**src/rtl/missile_pkg.sv**
```systemverilog
// Shared screen geometry, palette and probe FSM types for the missile-command video path.
// Latency: n/a (types and constants only).
// Backpressure: n/a.
package missile_pkg;

  localparam int SCREEN_W = 320;
  localparam int SCREEN_H = 240;
  localparam int COLOR_W  = 3;

  // Named palette entries used by the renderer and by probes.
  typedef enum logic [COLOR_W-1:0] {
    COLOR_BACKGROUND = 3'b000,
    COLOR_CITY       = 3'b010,
    COLOR_MISSILE    = 3'b100,
    COLOR_DEFAULT    = 3'b111
  } color_e;

  typedef enum logic [1:0] {
    ST_IDLE,
    ST_SCAN,
    ST_DRAIN,
    ST_RESP
  } probe_state_e;

  // Clamp an inclusive upper bound to the last valid index.
  function automatic logic [8:0] clip_bound(input logic [8:0] v, input logic [8:0] lim);
    return (v > lim) ? lim : v;
  endfunction

endpackage

```
**src/rtl/pixel_addr.sv**
```systemverilog
// Framebuffer word address from pixel coordinates: addr = y*SCREEN_W + x.
// Latency: combinational.
// Backpressure: none.
// Ports: x (column), y (row) in; addr (17-bit word address) out.
module pixel_addr #(
  parameter int SCREEN_W = missile_pkg::SCREEN_W
) (
  input  logic [8:0]  x,
  input  logic [7:0]  y,
  output logic [16:0] addr
);

  generate
    if (SCREEN_W == 320) begin : g_shift
      // 320 = 256 + 64, so two shifts and an add replace the multiplier.
      assign addr = ({9'd0, y} << 8) + ({9'd0, y} << 6) + {8'd0, x};
    end else begin : g_mul
      assign addr = ({9'd0, y} * 17'(SCREEN_W)) + {8'd0, x};
    end
  endgenerate

endmodule

```
**src/rtl/pixel_probe.sv**
```systemverilog
// Scans a rectangular framebuffer region in raster order and reports matches against a colour.
// Latency: N-pixel region -> rd_en on T+1..T+N, rsp_valid from T+N+2 (empty region: T+1).
// Backpressure: req_ready only in IDLE; response held stable until rsp_ready.
// Ports: req_* probe request (valid/ready); rd_en/rd_addr/rd_data framebuffer read with
//        1-cycle data return; rsp_* result (valid/ready) with hit flag, first hit x/y, count.
module pixel_probe
  import missile_pkg::*;
#(
  parameter int SCREEN_W = missile_pkg::SCREEN_W,
  parameter int SCREEN_H = missile_pkg::SCREEN_H,
  parameter int COLOR_W  = missile_pkg::COLOR_W
) (
  input  logic               clk,
  input  logic               rst,
  input  logic               req_valid,
  output logic               req_ready,
  input  logic [8:0]         req_x0,
  input  logic [8:0]         req_x1,
  input  logic [7:0]         req_y0,
  input  logic [7:0]         req_y1,
  input  logic [COLOR_W-1:0] req_color,
  output logic               rd_en,
  output logic [16:0]        rd_addr,
  input  logic [COLOR_W-1:0] rd_data,
  output logic               rsp_valid,
  input  logic               rsp_ready,
  output logic               rsp_hit,
  output logic [8:0]         rsp_hit_x,
  output logic [7:0]         rsp_hit_y,
  output logic [16:0]        rsp_count
);

  localparam logic [8:0] X_MAX = 9'(SCREEN_W - 1);
  localparam logic [8:0] Y_MAX = 9'(SCREEN_H - 1);

  probe_state_e       state_q, state_d;
  logic               req_ready_q, req_ready_d;
  logic               rd_en_q, rd_en_d;
  logic [16:0]        rd_addr_q, rd_addr_d;
  logic               rsp_valid_q, rsp_valid_d;
  logic               rsp_hit_q, rsp_hit_d;
  logic [8:0]         rsp_hit_x_q, rsp_hit_x_d;
  logic [7:0]         rsp_hit_y_q, rsp_hit_y_d;
  logic [16:0]        rsp_count_q, rsp_count_d;

  // Latched request (x1/y1 already clipped).
  logic [8:0]         x0_q, x0_d;
  logic [8:0]         x1_q, x1_d;
  logic [7:0]         y1_q, y1_d;
  logic [COLOR_W-1:0] color_q, color_d;

  // Coordinates of the pixel whose read is on the bus this cycle.
  logic [8:0]         iss_x_q, iss_x_d;
  logic [7:0]         iss_y_q, iss_y_d;

  // Same coordinates delayed one cycle so they line up with rd_data.
  logic               cmp_vld_q, cmp_vld_d;
  logic [8:0]         cmp_x_q, cmp_x_d;
  logic [7:0]         cmp_y_q, cmp_y_d;

  logic [8:0]         req_x1_clip;
  logic [7:0]         req_y1_clip;
  logic               req_empty;
  logic [8:0]         nxt_x;
  logic [7:0]         nxt_y;
  logic [16:0]        nxt_addr;
  logic               scan_last;
  logic               pix_match;

  assign req_x1_clip = clip_bound(req_x1, X_MAX);
  assign req_y1_clip = 8'(clip_bound({1'b0, req_y1}, Y_MAX));
  // An x0/y0 beyond the screen is always above the clipped bound, so it lands here too.
  assign req_empty   = (req_x0 > req_x1_clip) || (req_y0 > req_y1_clip);

  // Next pixel to issue: region origin when starting, otherwise raster successor.
  always_comb begin
    nxt_x = iss_x_q;
    nxt_y = iss_y_q;
    if (state_q == ST_IDLE) begin
      nxt_x = req_x0;
      nxt_y = req_y0;
    end else if (iss_x_q == x1_q) begin
      nxt_x = x0_q;
      nxt_y = iss_y_q + 8'd1;
    end else begin
      nxt_x = iss_x_q + 9'd1;
    end
  end

  assign scan_last = (iss_x_q == x1_q) && (iss_y_q == y1_q);

  pixel_addr #(.SCREEN_W(SCREEN_W)) u_pixel_addr (
    .x    (nxt_x),
    .y    (nxt_y),
    .addr (nxt_addr)
  );

  // rd_data is only meaningful in the cycle after a read strobe.
  assign pix_match = cmp_vld_q && (rd_data == color_q);

  always_comb begin
    state_d     = state_q;
    rd_en_d     = 1'b0;
    rd_addr_d   = 17'd0;
    rsp_hit_d   = rsp_hit_q;
    rsp_hit_x_d = rsp_hit_x_q;
    rsp_hit_y_d = rsp_hit_y_q;
    rsp_count_d = rsp_count_q;
    x0_d        = x0_q;
    x1_d        = x1_q;
    y1_d        = y1_q;
    color_d     = color_q;
    iss_x_d     = iss_x_q;
    iss_y_d     = iss_y_q;
    cmp_vld_d   = rd_en_q;
    cmp_x_d     = iss_x_q;
    cmp_y_d     = iss_y_q;

    if (pix_match) begin
      rsp_count_d = rsp_count_q + 17'd1;
      if (!rsp_hit_q) begin
        rsp_hit_d   = 1'b1;
        rsp_hit_x_d = cmp_x_q;
        rsp_hit_y_d = cmp_y_q;
      end
    end

    case (state_q)
      ST_IDLE: begin
        if (req_valid) begin
          x0_d        = req_x0;
          x1_d        = req_x1_clip;
          y1_d        = req_y1_clip;
          color_d     = req_color;
          rsp_hit_d   = 1'b0;
          rsp_hit_x_d = 9'd0;
          rsp_hit_y_d = 8'd0;
          rsp_count_d = 17'd0;
          if (req_empty) begin
            state_d = ST_RESP;
          end else begin
            state_d   = ST_SCAN;
            rd_en_d   = 1'b1;
            rd_addr_d = nxt_addr;
            iss_x_d   = nxt_x;
            iss_y_d   = nxt_y;
          end
        end
      end
      ST_SCAN: begin
        if (scan_last) begin
          state_d = ST_DRAIN;
        end else begin
          rd_en_d   = 1'b1;
          rd_addr_d = nxt_addr;
          iss_x_d   = nxt_x;
          iss_y_d   = nxt_y;
        end
      end
      // One cycle: the final pixel's data is compared here.
      ST_DRAIN: state_d = ST_RESP;
      ST_RESP: begin
        if (rsp_ready) state_d = ST_IDLE;
      end
      default: state_d = ST_IDLE;
    endcase

    rsp_valid_d = (state_d == ST_RESP);
    req_ready_d = (state_d == ST_IDLE);
  end

  always_ff @(posedge clk or posedge rst) begin
    if (rst) begin
      state_q     <= ST_IDLE;
      req_ready_q <= 1'b1;
      rd_en_q     <= 1'b0;
      rd_addr_q   <= 17'd0;
      rsp_valid_q <= 1'b0;
      rsp_hit_q   <= 1'b0;
      rsp_hit_x_q <= 9'd0;
      rsp_hit_y_q <= 8'd0;
      rsp_count_q <= 17'd0;
      x0_q        <= 9'd0;
      x1_q        <= 9'd0;
      y1_q        <= 8'd0;
      color_q     <= '0;
      iss_x_q     <= 9'd0;
      iss_y_q     <= 8'd0;
      cmp_vld_q   <= 1'b0;
      cmp_x_q     <= 9'd0;
      cmp_y_q     <= 8'd0;
    end else begin
      state_q     <= state_d;
      req_ready_q <= req_ready_d;
      rd_en_q     <= rd_en_d;
      rd_addr_q   <= rd_addr_d;
      rsp_valid_q <= rsp_valid_d;
      rsp_hit_q   <= rsp_hit_d;
      rsp_hit_x_q <= rsp_hit_x_d;
      rsp_hit_y_q <= rsp_hit_y_d;
      rsp_count_q <= rsp_count_d;
      x0_q        <= x0_d;
      x1_q        <= x1_d;
      y1_q        <= y1_d;
      color_q     <= color_d;
      iss_x_q     <= iss_x_d;
      iss_y_q     <= iss_y_d;
      cmp_vld_q   <= cmp_vld_d;
      cmp_x_q     <= cmp_x_d;
      cmp_y_q     <= cmp_y_d;
    end
  end

  assign req_ready = req_ready_q;
  assign rd_en     = rd_en_q;
  assign rd_addr   = rd_addr_q;
  assign rsp_valid = rsp_valid_q;
  assign rsp_hit   = rsp_hit_q;
  assign rsp_hit_x = rsp_hit_x_q;
  assign rsp_hit_y = rsp_hit_y_q;
  assign rsp_count = rsp_count_q;

endmodule

```
**config.mk**
```make
export PLATFORM = sky130hd
export DESIGN_NAME = pixel_probe
export DESIGN_NICKNAME = d
export VERILOG_FILES = /design/src/rtl/missile_pkg.sv /design/src/rtl/pixel_addr.sv /design/src/rtl/pixel_probe.sv
export SDC_FILE = /design/constraint.sdc
export NUM_CORES = 1
export LEC_CHECK = 0
export CORE_ASPECT_RATIO = 1.5
export CORE_UTILIZATION = 45
export CTS_CLUSTER_SIZE = 25
export DETAILED_ROUTE_END_ITERATION = 8
export HOLD_SLACK_MARGIN = 0.12
export PLACE_DENSITY = 0.79
export SLEW_MARGIN = 20
export SYNTH_ARGS = -nofsm -noshare
export SYNTH_HDL_FRONTEND = slang
export SYNTH_SLANG_ARGS = --single-unit
```
**constraint.sdc**
```tcl
create_clock -name clk -period 5.7 [get_ports clk]
set_input_delay 1.14 -clock clk [delete_from_list [all_inputs] [get_ports clk]]
set_output_delay 1.14 -clock clk [all_outputs]
set_load 0.02 [all_outputs]
```
==> impl_summary.log <==
[metrics] dominant synthesized flop cell: sky130_fd_sc_hd__dfrtp_1
[metrics] cells on worst reg2reg path: 15
[metrics] Ant. Diodes: 0
[metrics] unrepaired setup endpoints after global routing: false
[metrics] portion of total power attributed to sequential cells: 0.319
[metrics] proportion of synthesized chip area in sequential cells: 0.495
[metrics] type of the most critical hold path: flip-flop to flip-flop
[metrics] GRT Util Overall: 0.213
[metrics] number of filler cells placed in the layout: 1093
[metrics] starting density of the core: 0.465
[metrics] drt first-iter violations: 239
[metrics] worst flop-to-flop path endpoint: rd_addr[14]$_DFF_PP0_
[metrics] number of global-route vias before repair: 4889
[metrics] Synthesized Nets: 713
[metrics] number of H-tree levels: 4
[metrics] total gr overflow: 0
[metrics] total of buffers placed on input and output ports: 98
[metrics] largest incremental delay on the critical path: 580 ps
[metrics] number of failing setup endpoints in the final timing report: 0
[metrics] CTS tree: done
[metrics] final routed DRC violation total: 0
[metrics] pin count of the biggest net entering global routing: 88
[metrics] initial antenna violation count: 0
[metrics] Critical-path top delay cell: sky130_fd_sc_hd__and3_1
[metrics] leakage power summed over all cells: 3.59 nW
[metrics] count of buffers added by post-CTS timing repair for setup: 0
[metrics] Post-synth top cells: sky130_fd_sc_hd__nand2_1, sky130_fd_sc_hd__dfrtp_1, sky130_fd_sc_hd__nor2_1
[metrics] buffering stage count on the worst path with inverters included: 0
[metrics] quantity of hold-fixing buffers added after cts: 0
[metrics] synthesized instance count: 633
[metrics] YS warnings: 0
[metrics] worst IR drop on VDD: 0.271 mV
[metrics] final routed wire length divided by cell count: 15.8 µm
[metrics] net switching power: 0.00182 W
[metrics] buffer levels on the longest clock path: 2
[metrics] share of post-route cells with drive strength above 1: 0.0677
[metrics] switching power as a share of total power: 0.390
[metrics] HPWL after detailed placement: 10.5 mm
[metrics] library cell with the largest summed area after synthesis: sky130_fd_sc_hd__dfrtp_1
[metrics] achievable clock frequency: 233 MHz
[metrics] I/O pins: 99
[metrics] Die Footprint: 0.0141 mm²
[metrics] Synth async-reset ratio: 1.00
[metrics] CP Capture Type: flip-flop
[metrics] via count: 4895
[metrics] routability congestion estimate from global placement: 0.872
[metrics] Sink Count: 121
[metrics] slew at the pin closest to its max-slew limit: 1040 ps
[metrics] cell at the root of the clock tree: sky130_fd_sc_hd__clkbuf_16
[metrics] type of the worst setup path: flip-flop to flip-flop
[metrics] footprint of the flip-flops and latches: 0.00303 mm²
[metrics] Critical Path AT: 4590 ps
[metrics] cell depth of the worst hold path: 0
[metrics] post-layout net count: 806
[metrics] CTS Buf Count: 17
[metrics] internal power: 0.00284 W
[metrics] crit path launch type: flip-flop
[metrics] first-pass GRT wire length: 23.6 mm
[metrics] hold-critical path endpoint: cmp_vld_q$_DFF_PP0_
[metrics] Tmin final: 4300 ps
[metrics] insertion delay of the later-clocked pin in the worst-skew pair: 410 ps
[metrics] count of distinct cell types in the synthesized netlist: 52
[metrics] cell types occupying the most area after synthesis: sky130_fd_sc_hd__dfrtp_1, sky130_fd_sc_hd__nand2_1, sky130_fd_sc_hd__ha_1, sky130_fd_sc_hd__xor2_1, sky130_fd_sc_hd__nor2_1
[metrics] post-synth design cell area: 0.00611 mm²
[metrics] remaining number of nets flagged by the antenna check after routing: 0
[metrics] Comb power frac: 0.450
[metrics] required time worst endpoint: 5990 ps
[metrics] Worst Hold Slack: 392 ps
[metrics] share of the synthesized area in the top cell type: 0.491
[metrics] Post-Synthesis Mean Instance Area: 9.66 µm²
[metrics] final period utilization: 0.754
[metrics] Hold Crit Start: rd_en$_DFF_PP0_
[metrics] largest delay contributor family on the critical path: compound AO/OA/AOI/OAI gates
[metrics] layout-stage area growth over the synthesis result: 27.5%
[metrics] setup TNS: 0 ps
[metrics] Pre-Repair DR Iteration Count: 4
[metrics] count of flip-flops with a built-in enable after synthesis: 0
[metrics] power density of the placed cells: 598 mW/mm²
[metrics] internal reg-to-reg setup slack: 1400 ps
[metrics] Clock Skew: 8.28 ps
[metrics] result of the run: complete, no violations
[metrics] number of storage elements in the synthesis netlist: 121
[metrics] CP Cell Sequence: xnor2_1 -> and4_1 -> and3_1 -> nand2_1 -> xor2_1 -> a21oi_1 -> ha_1 -> ha_1 -> a21o_1 -> a21oi_1 -> nor2_1 -> o21a_1 -> o41ai_1 -> xor2_1 -> nor2_1
[metrics] source of the worst register-to-register timing path: cmp_x_d[0]$_DFFE_PP0P_
[metrics] Max Fanout on Critical Path: 17
[metrics] most frequent cell after synthesis: sky130_fd_sc_hd__nand2_1
[metrics] share of total power in the clock network: 0.231
[metrics] die height: 145 µm
[metrics] final core area utilization: 0.593
[metrics] max-cap viol count: 0
[metrics] max-slew violation count: 0
[metrics] clock transition time at the flip-flop clock pins of the worst setup and hold paths: 50 ps
[metrics] width of the die: 97.2 µm
[metrics] area of the multi-input gates: 0.00290 mm²
[metrics] detailed-route vias per instance: 5.45
[metrics] Core Footprint: 0.0131 mm²
[metrics] post-cts repair resize count: 0
[metrics] hold violation count in the final report: 0
[metrics] total wire length after detailed routing: 14.2 mm
[metrics] Core Rows: 51
[metrics] slew margin rel.: 0.303
## final cells by class
class                   instances  share of cell area
clock buffers                  22              0.0583
inverters                      13             0.00690
well taps                     159              0.0255
clock inverters                10              0.0185
flip-flops and latches        121               0.389
repair buffers                102               0.130
multi-input cells             471               0.372
## cells in the final DEF, fill, tap and decap left out, types with 15 or more instances in the layout
master and n:
sky130_fd_sc_hd__xor2_1 31, sky130_fd_sc_hd__nor2_1 68, sky130_fd_sc_hd__xnor2_1 24, sky130_fd_sc_hd__a21oi_1 44, sky130_fd_sc_hd__nand2_1 124, sky130_fd_sc_hd__o21ai_0 25
sky130_fd_sc_hd__ha_1 35, sky130_fd_sc_hd__clkbuf_16 17, sky130_fd_sc_hd__nand4_1 15, sky130_fd_sc_hd__dfrtp_1 120, sky130_fd_sc_hd__clkdlybuf4s50_1 98
## per-layer routing
metal,up-vias,track usage,part of all wire
li1,2332,-,-
met1,2429,0.241,0.41
met2,115,0.392,0.54
met3,19,0.0447,0.038
met4,0,0.0833,0.019
met5,-,0,0
## registers in the layout (all words and copies together) (netlist names)
name and count:
cmp_x_d 9, rsp_hit_x 9, rd_en 1, req_ready 1, y1_q 8, rsp_valid 1
x0_q 9, cmp_y_q 8, rsp_hit_y 8, rd_addr 17, x1_q 9, color_q 3
rsp_count 17, cmp_y_d 8, rsp_hit 1, cmp_x_q 9, cmp_vld_q 1, state_q 2
## worst register-to-register path, cell delays in order (launching register included)
cell	delay [ps]
sky130_fd_sc_hd__dfrtp_1	490
sky130_fd_sc_hd__xnor2_1	240
sky130_fd_sc_hd__and4_1	240
sky130_fd_sc_hd__and3_1	580
sky130_fd_sc_hd__nand2_1	200
sky130_fd_sc_hd__xor2_1	180
sky130_fd_sc_hd__a21oi_1	260
sky130_fd_sc_hd__ha_1	320
sky130_fd_sc_hd__ha_1	310
sky130_fd_sc_hd__a21o_1	180
sky130_fd_sc_hd__a21oi_1	210
sky130_fd_sc_hd__nor2_1	80
sky130_fd_sc_hd__o21a_1	190
sky130_fd_sc_hd__o41ai_1	450
sky130_fd_sc_hd__xor2_1	200
sky130_fd_sc_hd__nor2_1	60
## cell families after synthesis
group                      synth area share
xor gates and xnor gates             0.0788
adders and majority gates            0.0749
DFF                                   0.495
muxes                                0.0237
buffers and inverters                0.0301
and+or+nand+nor                       0.188
AOI/OAI and AO/OA                     0.108
## power groups by stage
stage	Sequential, W	Combinational [W]	Clock, W
2_1_floorplan	0.00155	0.00138	0
3_3_place_gp	0.00148	0.00196	0
3_5_place_dp	0.00150	0.00207	0
4_1_cts	0.00149	0.00209	0.00109
5_1_grt	0.00153	0.00231	0.00113
6_report	0.00149	0.00210	0.00108
## stage by stage
step           worst slack [ps]  instance area (µm²)  power, W  std cells
6_report                   1400                 7790   0.00466        898
5_1_grt                    1040                 7790   0.00497        898
4_1_cts                    1430                 7790   0.00467        898
3_5_place_dp               1400                 7190   0.00357        866
3_3_place_gp               1480                 7190   0.00345        866
2_1_floorplan              1350                 6110   0.00293        633
## worst max-delay path by stage
stage	from	depth (start not counted)	endpoint	slack, ps
final	cmp_x_d[0]$_DFFE_PP0P_	15	rd_addr[14]$_DFF_PP0_	1400
after global routing	cmp_x_d[0]$_DFFE_PP0P_	15	rd_addr[14]$_DFF_PP0_	1040
after CTS	cmp_x_d[0]$_DFFE_PP0P_	15	rd_addr[14]$_DFF_PP0_	1430
after detailed placement	req_x1[8]	13	cmp_y_d[5]$_DFFE_PP0P_	1400
after global placement	req_y1[7]	13	cmp_y_d[2]$_DFFE_PP0P_	1480
after floorplan	rst	1	cmp_vld_q$_DFF_PP0_	1350
(Power assumes the default switching activity.)
